[src/rtl/adapter_ppfifo_wl_2_axi_stream.sv]
// Drains Ping Pong FIFO blocks and replays them as an AXI Stream master.
// A 2-entry skid buffer absorbs the PPFIFO read latency and sink back-pressure.
module adapter_ppfifo_wl_2_axi_stream #(
  parameter int DATA_WIDTH    = 32,
  parameter int STROBE_WIDTH  = DATA_WIDTH / 8,
  parameter bit LAST_ON_BLOCK = 1'b0
) (
  input  logic                    clk,
  input  logic                    rst_n,
  input  logic                    i_ppfifo_rdy,
  output logic                    o_ppfifo_act,
  input  logic [23:0]             i_ppfifo_size,
  output logic                    o_ppfifo_stb,
  input  logic [DATA_WIDTH:0]     i_ppfifo_data,
  output logic                    o_axi_valid,
  input  logic                    i_axi_ready,
  output logic [DATA_WIDTH-1:0]   o_axi_data,
  output logic [STROBE_WIDTH-1:0] o_axi_keep,
  output logic                    o_axi_last
);

  typedef enum logic [1:0] {IDLE, ACTIVE, DRAIN, RELEASE} state_e;

  state_e                state_q, state_d;
  logic                  act_q, act_d;
  logic [23:0]           count_q, count_d;
  logic                  rd_pend_q, rd_pend_d;
  logic                  rd_end_q, rd_end_d;
  logic [1:0]            occ_q, occ_d;
  logic [DATA_WIDTH-1:0] data0_q, data0_d, data1_q, data1_d;
  logic                  last0_q, last0_d, last1_q, last1_d;

  logic                  push, pop, push_last, stb;
  logic [2:0]            credit;

  // Skid buffer: entry 0 is the head presented on the AXI side.
  always_comb begin
    pop       = (occ_q != 2'd0) && i_axi_ready;
    push      = rd_pend_q;
    push_last = i_ppfifo_data[DATA_WIDTH] | (LAST_ON_BLOCK & rd_end_q);
    data0_d   = data0_q;
    data1_d   = data1_q;
    last0_d   = last0_q;
    last1_d   = last1_q;
    if (pop) begin
      data0_d = data1_q;
      last0_d = last1_q;
    end
    if (push) begin
      if ((occ_q == 2'd0) || ((occ_q == 2'd1) && pop)) begin
        data0_d = i_ppfifo_data[DATA_WIDTH-1:0];
        last0_d = push_last;
      end else begin
        data1_d = i_ppfifo_data[DATA_WIDTH-1:0];
        last1_d = push_last;
      end
    end
    occ_d = occ_q + {1'b0, push} - {1'b0, pop};
  end

  // A slot freed by this cycle's pop counts as credit, giving one word per clock.
  always_comb begin
    credit    = {1'b0, occ_q} + {2'b00, rd_pend_q} - {2'b00, pop};
    state_d   = state_q;
    act_d     = act_q;
    count_d   = count_q;
    stb       = 1'b0;
    rd_end_d  = 1'b0;
    case (state_q)
      IDLE: begin
        if (i_ppfifo_rdy && !act_q) begin
          act_d   = 1'b1;
          count_d = '0;
          state_d = ACTIVE;
        end
      end
      ACTIVE: begin
        if (count_q == i_ppfifo_size) begin
          state_d = DRAIN;
        end else if (credit < 3'd2) begin
          stb      = 1'b1;
          count_d  = count_q + 24'd1;
          rd_end_d = (count_q + 24'd1 == i_ppfifo_size);
        end
      end
      DRAIN: begin
        if (!rd_pend_q && (occ_d == 2'd0)) begin
          state_d = RELEASE;
        end
      end
      RELEASE: begin
        act_d   = 1'b0;
        state_d = IDLE;
      end
      default: state_d = IDLE;
    endcase
    rd_pend_d = stb;
  end

  always_ff @(posedge clk or negedge rst_n) begin
    if (!rst_n) begin
      state_q   <= IDLE;
      act_q     <= 1'b0;
      count_q   <= '0;
      rd_pend_q <= 1'b0;
      rd_end_q  <= 1'b0;
      occ_q     <= '0;
      data0_q   <= '0;
      data1_q   <= '0;
      last0_q   <= 1'b0;
      last1_q   <= 1'b0;
    end else begin
      state_q   <= state_d;
      act_q     <= act_d;
      count_q   <= count_d;
      rd_pend_q <= rd_pend_d;
      rd_end_q  <= rd_end_d;
      occ_q     <= occ_d;
      data0_q   <= data0_d;
      data1_q   <= data1_d;
      last0_q   <= last0_d;
      last1_q   <= last1_d;
    end
  end

  assign o_ppfifo_act = act_q;
  assign o_ppfifo_stb = stb;
  assign o_axi_valid  = (occ_q != 2'd0);
  assign o_axi_data   = data0_q;
  assign o_axi_last   = last0_q;
  assign o_axi_keep   = '1;

  a_no_push_when_full: assert property (@(posedge clk) disable iff (!rst_n)
    !(push && (occ_q == 2'd2) && !pop));

endmodule

[config.mk]
export PLATFORM = sky130hd
export DESIGN_NAME = adapter_ppfifo_wl_2_axi_stream
export DESIGN_NICKNAME = d
export VERILOG_FILES = /design/src/rtl/adapter_ppfifo_wl_2_axi_stream.sv
export SDC_FILE = /design/constraint.sdc
export NUM_CORES = 1
export LEC_CHECK = 0
export ABC_AREA = 1
export CAP_MARGIN = 20
export CORE_UTILIZATION = 38
export CTS_CLUSTER_SIZE = 14
export DETAILED_ROUTE_END_ITERATION = 7
export HOLD_SLACK_MARGIN = 0.05
export PLACE_DENSITY_LB_ADDON = 0.1
export SYNTH_ARGS = -nofsm -noshare
export SYNTH_HDL_FRONTEND = slang
export SYNTH_SLANG_ARGS = --single-unit
[constraint.sdc]
create_clock -name clk -period 4.9 [get_ports clk]
set_input_delay 1.225 -clock clk [delete_from_list [all_inputs] [get_ports clk]]
set_output_delay 1.225 -clock clk [all_outputs]
set_load 0.1 [all_outputs]
Word level (Yosys, flattened, before mapping)
Cells that the tools add are included.
W data, S select, Z words.
- bitwise operators: 1
- $lt $le $gt $ge: 1
- equality and inequality tests: 10
- reductions and logical operators: 17
- add/sub/neg operators: 5
- muxes and demuxes: 19
- operators with widths (cell ; count):
    $mux W32 ; 3
    $mux W24 ; 3
    $pmux W24 S2 ; 1
    $add A24 B1 Y24 const B ; 1
    $eq A24 B24 Y1 ; 1
    $ne A2 B2 Y1 const B ; 5
    $pmux W2 S4 ; 1
    $mux W1 ; 7
    $logic_not A2 Y1 ; 3
    $mux W2 ; 3
    $reduce_bool A2 Y1 ; 3
    $eq A2 B1 Y1 const B ; 2
    $eq A2 B2 Y1 const B ; 2
    $logic_and A1 B1 Y1 ; 4
    $reduce_and A2 Y1 ; 2
    $reduce_and A4 Y1 ; 1
    $add A2 B1 Y3 ; 1
    $lt A3 B2 Y1 const B ; 1
    $reduce_and A3 Y1 ; 1
    $sub A3 B1 Y3 ; 1
    $add A2 B1 Y2 ; 1
    $logic_not A1 Y1 ; 2
    $pmux W1 S2 ; 1
    $sub A2 B1 Y2 ; 1
    other kinds (2) ; 2
- logic and storage cells: 62
- register bits after elaboration: 96
- output and inout bits: 40
- input port bits: 61

Depth between registers and ports, before layout
- word-level depth: 7
- gate-level depth with buffers: 16
- gate-level depth less buffers: 13

Least setup slack after synthesis
Ideal clock, no wire load.
- path type: register to output
- from: reg occ_q[1]
- to: out o_ppfifo_stb
- setup slack: -0.479 ns
- cell stages (with the launch flop): 11
- required time: 3.675 ns
- data arrival time: 4.154 ns
- path buffers: 1
- cells stage by stage: dfrtp_1 nor2_1 inv_2 clkbuf_1 nand3_1 nand2_1 ha_1 fa_1 nor3b_1 nand2_1 nor2_1
- word-level cells in the longest chain between the ends: 7
- elaborated cells between the ends (all ways): 8
- those cells by class: add/sub: 2; order compare: 1; mux: 3; reduce/logical: 2
- RTL lines (item ; line ; RTL):
    from (decl) ; 29 ; logic [1:0] occ_q, occ_d;
    from (signal assigned) ; 107 ; occ_q <= '0;
    from (signal assigned) ; 118 ; occ_q <= occ_d;
    $reduce_bool A2 Y1 ; - ;
    named net o_axi_valid ; 15 ; output logic o_axi_valid,
    $logic_and A1 B1 Y1 ; 38 ; pop = (occ_q != 2'd0) && i_axi_ready;
    $sub A3 B1 Y3 ; 63 ; credit = {1'b0, occ_q} + {2'b00, rd_pend_q} - {2'b00, pop};
    named net credit[1] ; 34 ; logic [2:0] credit;
    $lt A3 B2 Y1 ; 80 ; end else if (credit < 3'd2) begin
    $mux W1 ; 80 ;
    $mux W1 ; 78 ; if (count_q == i_ppfifo_size) begin
    $mux W1 ; 69 ; case (state_q)
    to (decl) ; 13 ; output logic o_ppfifo_stb,
The timed path passes the listed nets, and every way through them passes these cells.

Final worst setup path
- from: in i_axi_ready
- to: out o_ppfifo_stb
- word-level cells in the longest chain between the ends: 6
- RTL lines (item ; line ; RTL):
    from (decl) ; 16 ; input logic i_axi_ready,
    $logic_and A1 B1 Y1 ; 38 ;
    $sub A3 B1 Y3 ; 63 ;
    named net credit[1] ; 34 ;
    $lt A3 B2 Y1 ; 80 ;
    $mux W1 ; 80 ;
    $mux W1 ; 78 ;
    $mux W1 ; 69 ;
The timed path passes the listed nets, and every way through them passes these cells.

==> metrics.txt <==
status finished, final reports clean; DR WL/cell 14.3 um; DRC violations left 0; power per cell area 275 nW/um^2; worst min path class reg -> reg; Crit Path Class in -> out; Die Width 120 um; top cells by area, synth dfrtp_1 (46%), nand2_1 (14%), mux2_2 (7.1%); initial antenna violation count 0; Hold Buf Count CTS 0; Finished Cell Area 6700 sq um; Setup Buffers After CTS 0; crit-path max FO 4; Final Hold Viols 0; clk sink count 96; Ant. Diodes 0; post-layout minimum cycle time 4.54 ns; Worst-path clk slew around 0.07 ns; Async S/R FF share, synth 1.00; Final setup viols 0; Max Freq 220 MHz; Comb power frac 0.164; clock latency on the worst-skew pair 0.35 ns; Clk pwr share 0.397; share of the synthesized area in the top cell type 0.457; RePlAce Congestion between 0.8 and 0.9; GR peak layer met2; DR pass1 iterations 6; DR vias ~4.6k; Cell Int Power 1.31 mW; die area 14300 sq um; fraction of layout cells with a size suffix above 1 0.0972; most common cell after layout, fill and taps aside nand2_1; Fill cells roughly 1.3k; Final Net Count around 810; Post-Synthesis Mean Instance Area 8.06 sq um; #FFs+latches synth 96; number of synthesized flops with an enable pin 0; io pins between 100 and 150; sw frac 0.290; synth warn 0; grt met2 use 0.319; Unique masters post-synth 33; Worst EP required 3.67 ns; Synth Cell Area 5260 sq um; leading area contributor after synthesis dfrtp_1; Main synth FF type dfrtp_1; Detailed Place HPWL 8970 um; port bufs 96; Worst slew margin 0.341; Seq/Total Area, Yosys 0.457; final wirelength 13100 um; Post-Synthesis Cells between 600 and 700; core area 13300 sq um; Max IR drop VDD between 100 and 150 uV; Die Y roughly 120 um; largest net degree at the start of global routing 79; CTS tree yes; max_cap viols 0; Vias/cell 5.05; met3 Use GR 0.0276; Initial Utilization 0.394; Seq pwr share 0.439; met1 usage 0.251; drt initial violations 255; most frequent cells in the layout nand2_1 (191), dfrtp_1 (96), nor2_1 (95), clkdlybuf4s50_1 (94), nand3_1 (46); Antenna Nets Post-Route 0; fin util 0.502; first-pass GRT wire length 21900 um; H-Tree Depth 3; Final Slew Violations 0; fin crit share 0.927; CP endpoint kind primary output; clk buf depth 2; worst-margin pin slew 0.986 ns; Final TNS setup 0 ns; worst clock skew 0.0110 ns; area delta synth->final 27.5%; vias in the first global route 4539; Critical Path Source Type primary input; Pleak 3.01 nW; GR Util All Layers 0.192; total grt overflow 0; cts repair resizes 0; total CTS buffers 9; Cell Rows 42; CTS Root Cell clkbuf_16; Worst Path Arrival 3.32 ns; Post-DP Area 6340 sq um; sw power roughly 530 uW; RSZ-0062 raised after global routing false
## worst max-delay path, stage by stage
cell and delay (ns):
clkdlybuf4s50_1 0.53, nand2_1 0.09, nand2_1 0.07, nand2_1 0.05
ha_1 0.19, fa_1 0.48, nor3b_1 0.25, nand2_1 0.09
nor2_2 0.15, buf_12 0.20
## metrics by stage
step | power [mW] | hold WS (ns) | std cells | setup slack, ns
after global routing | 1.91 | 0.519 | 917 | 0.101
after detailed placement | 1.13 | 0.493 | 899 | 0.345
after CTS | 1.86 | 0.509 | 915 | 0.343
after floorplan | 1.00 | 0.480 | 655 | 0.0411
after global placement | 1.12 | 0.486 | 899 | 0.352
final | 1.84 | 0.505 | 917 | 0.360
## routing by layer
| metal | up-vias | part of all wire |
|---|---|---|
| met2 | 98 | 0.48 |
| li1 | 2304 | - |
| met1 | 2219 | 0.47 |
| met4 | 0 | 0.016 |
| met3 | 14 | 0.037 |
| met5 | - | 0 |
## flip-flops by register name, summed over array words and instances, names as in the netlist
signal	flops
count_q	24
data1_q	32
last1_q	1
o_axi_data	32
o_axi_last	1
o_ppfifo_act	1
occ_q	2
push	1
state_q	2
## cell usage after synthesis, types with 7 or more instances
| master | count |
|---|---|
| xnor2_1 | 16 |
| a31oi_1 | 33 |
| inv_1 | 33 |
| buf_2 | 14 |
| nand3_1 | 46 |
| dfrtp_1 | 96 |
| nor2_1 | 96 |
| nand2_1 | 191 |
| ha_1 | 7 |
| mux2_2 | 33 |
| clkbuf_1 | 14 |
| nand4_1 | 27 |
## path summary, 6_finish.rpt
| kind | slack [ns] | start | endpoint | depth (start not counted) |
|---|---|---|---|---|
| worst max register to register | 1.73 | occ_q[1]$_DFF_PN0_ | count_q[19]$_DFFE_PN0P_ | 11 |
| max in group asynchronous | 3.24 | rst_n | data1_q[27]$_DFFE_PN0P_ | 3 |
| worst max-delay path | 0.36 | i_axi_ready | o_ppfifo_stb | 10 |
| worst min-delay path | 0.51 | data1_q[9]$_DFFE_PN0P_ | data1_q[9]$_DFFE_PN0P_ | 1 |
| min in group asynchronous | 0.77 | rst_n | o_axi_data[10]$_DFF_PN0_ | 1 |
| worst min register to register | 0.51 | data1_q[9]$_DFFE_PN0P_ | data1_q[9]$_DFFE_PN0P_ | 1 |
## final cells by class
class,count,area (sq um),area share
Clock buffer,10,229,0.0342
Clock inverter,6,80.1,0.0120
Inverter,36,135,0.0202
Multi-Input combinational cell,488,2550,0.381
Sequential cell,96,2400,0.359
Tap cell,176,220,0.0329
Timing Repair Buffer,105,1080,0.161
## power by group through the flow
stage          Combinational [mW]  Clock [mW]  Sequential [mW]
2_1_floorplan               0.179           0            0.822
3_3_place_gp                0.302           0            0.823
3_5_place_dp                0.305           0            0.823
4_1_cts                     0.304       0.747            0.808
5_1_grt                     0.331       0.775            0.808
6_report                    0.302       0.730            0.808
## kinds of logic (layout without fill, tap and decap cells)
group | Yosys count | in the layout | synth area share
buf+inv | 71 | 157 | 0.0598
xor+xnor | 22 | 22 | 0.0367
other cells | 1 | 4 | 0.000714
simple gates | 373 | 373 | 0.299
mux | 33 | 33 | 0.0707
fa+ha+maj | 8 | 8 | 0.0205
compound gates | 48 | 48 | 0.0557
flops | 96 | 96 | 0.457
No activity file was read; power rests on OpenSTA's default activity.
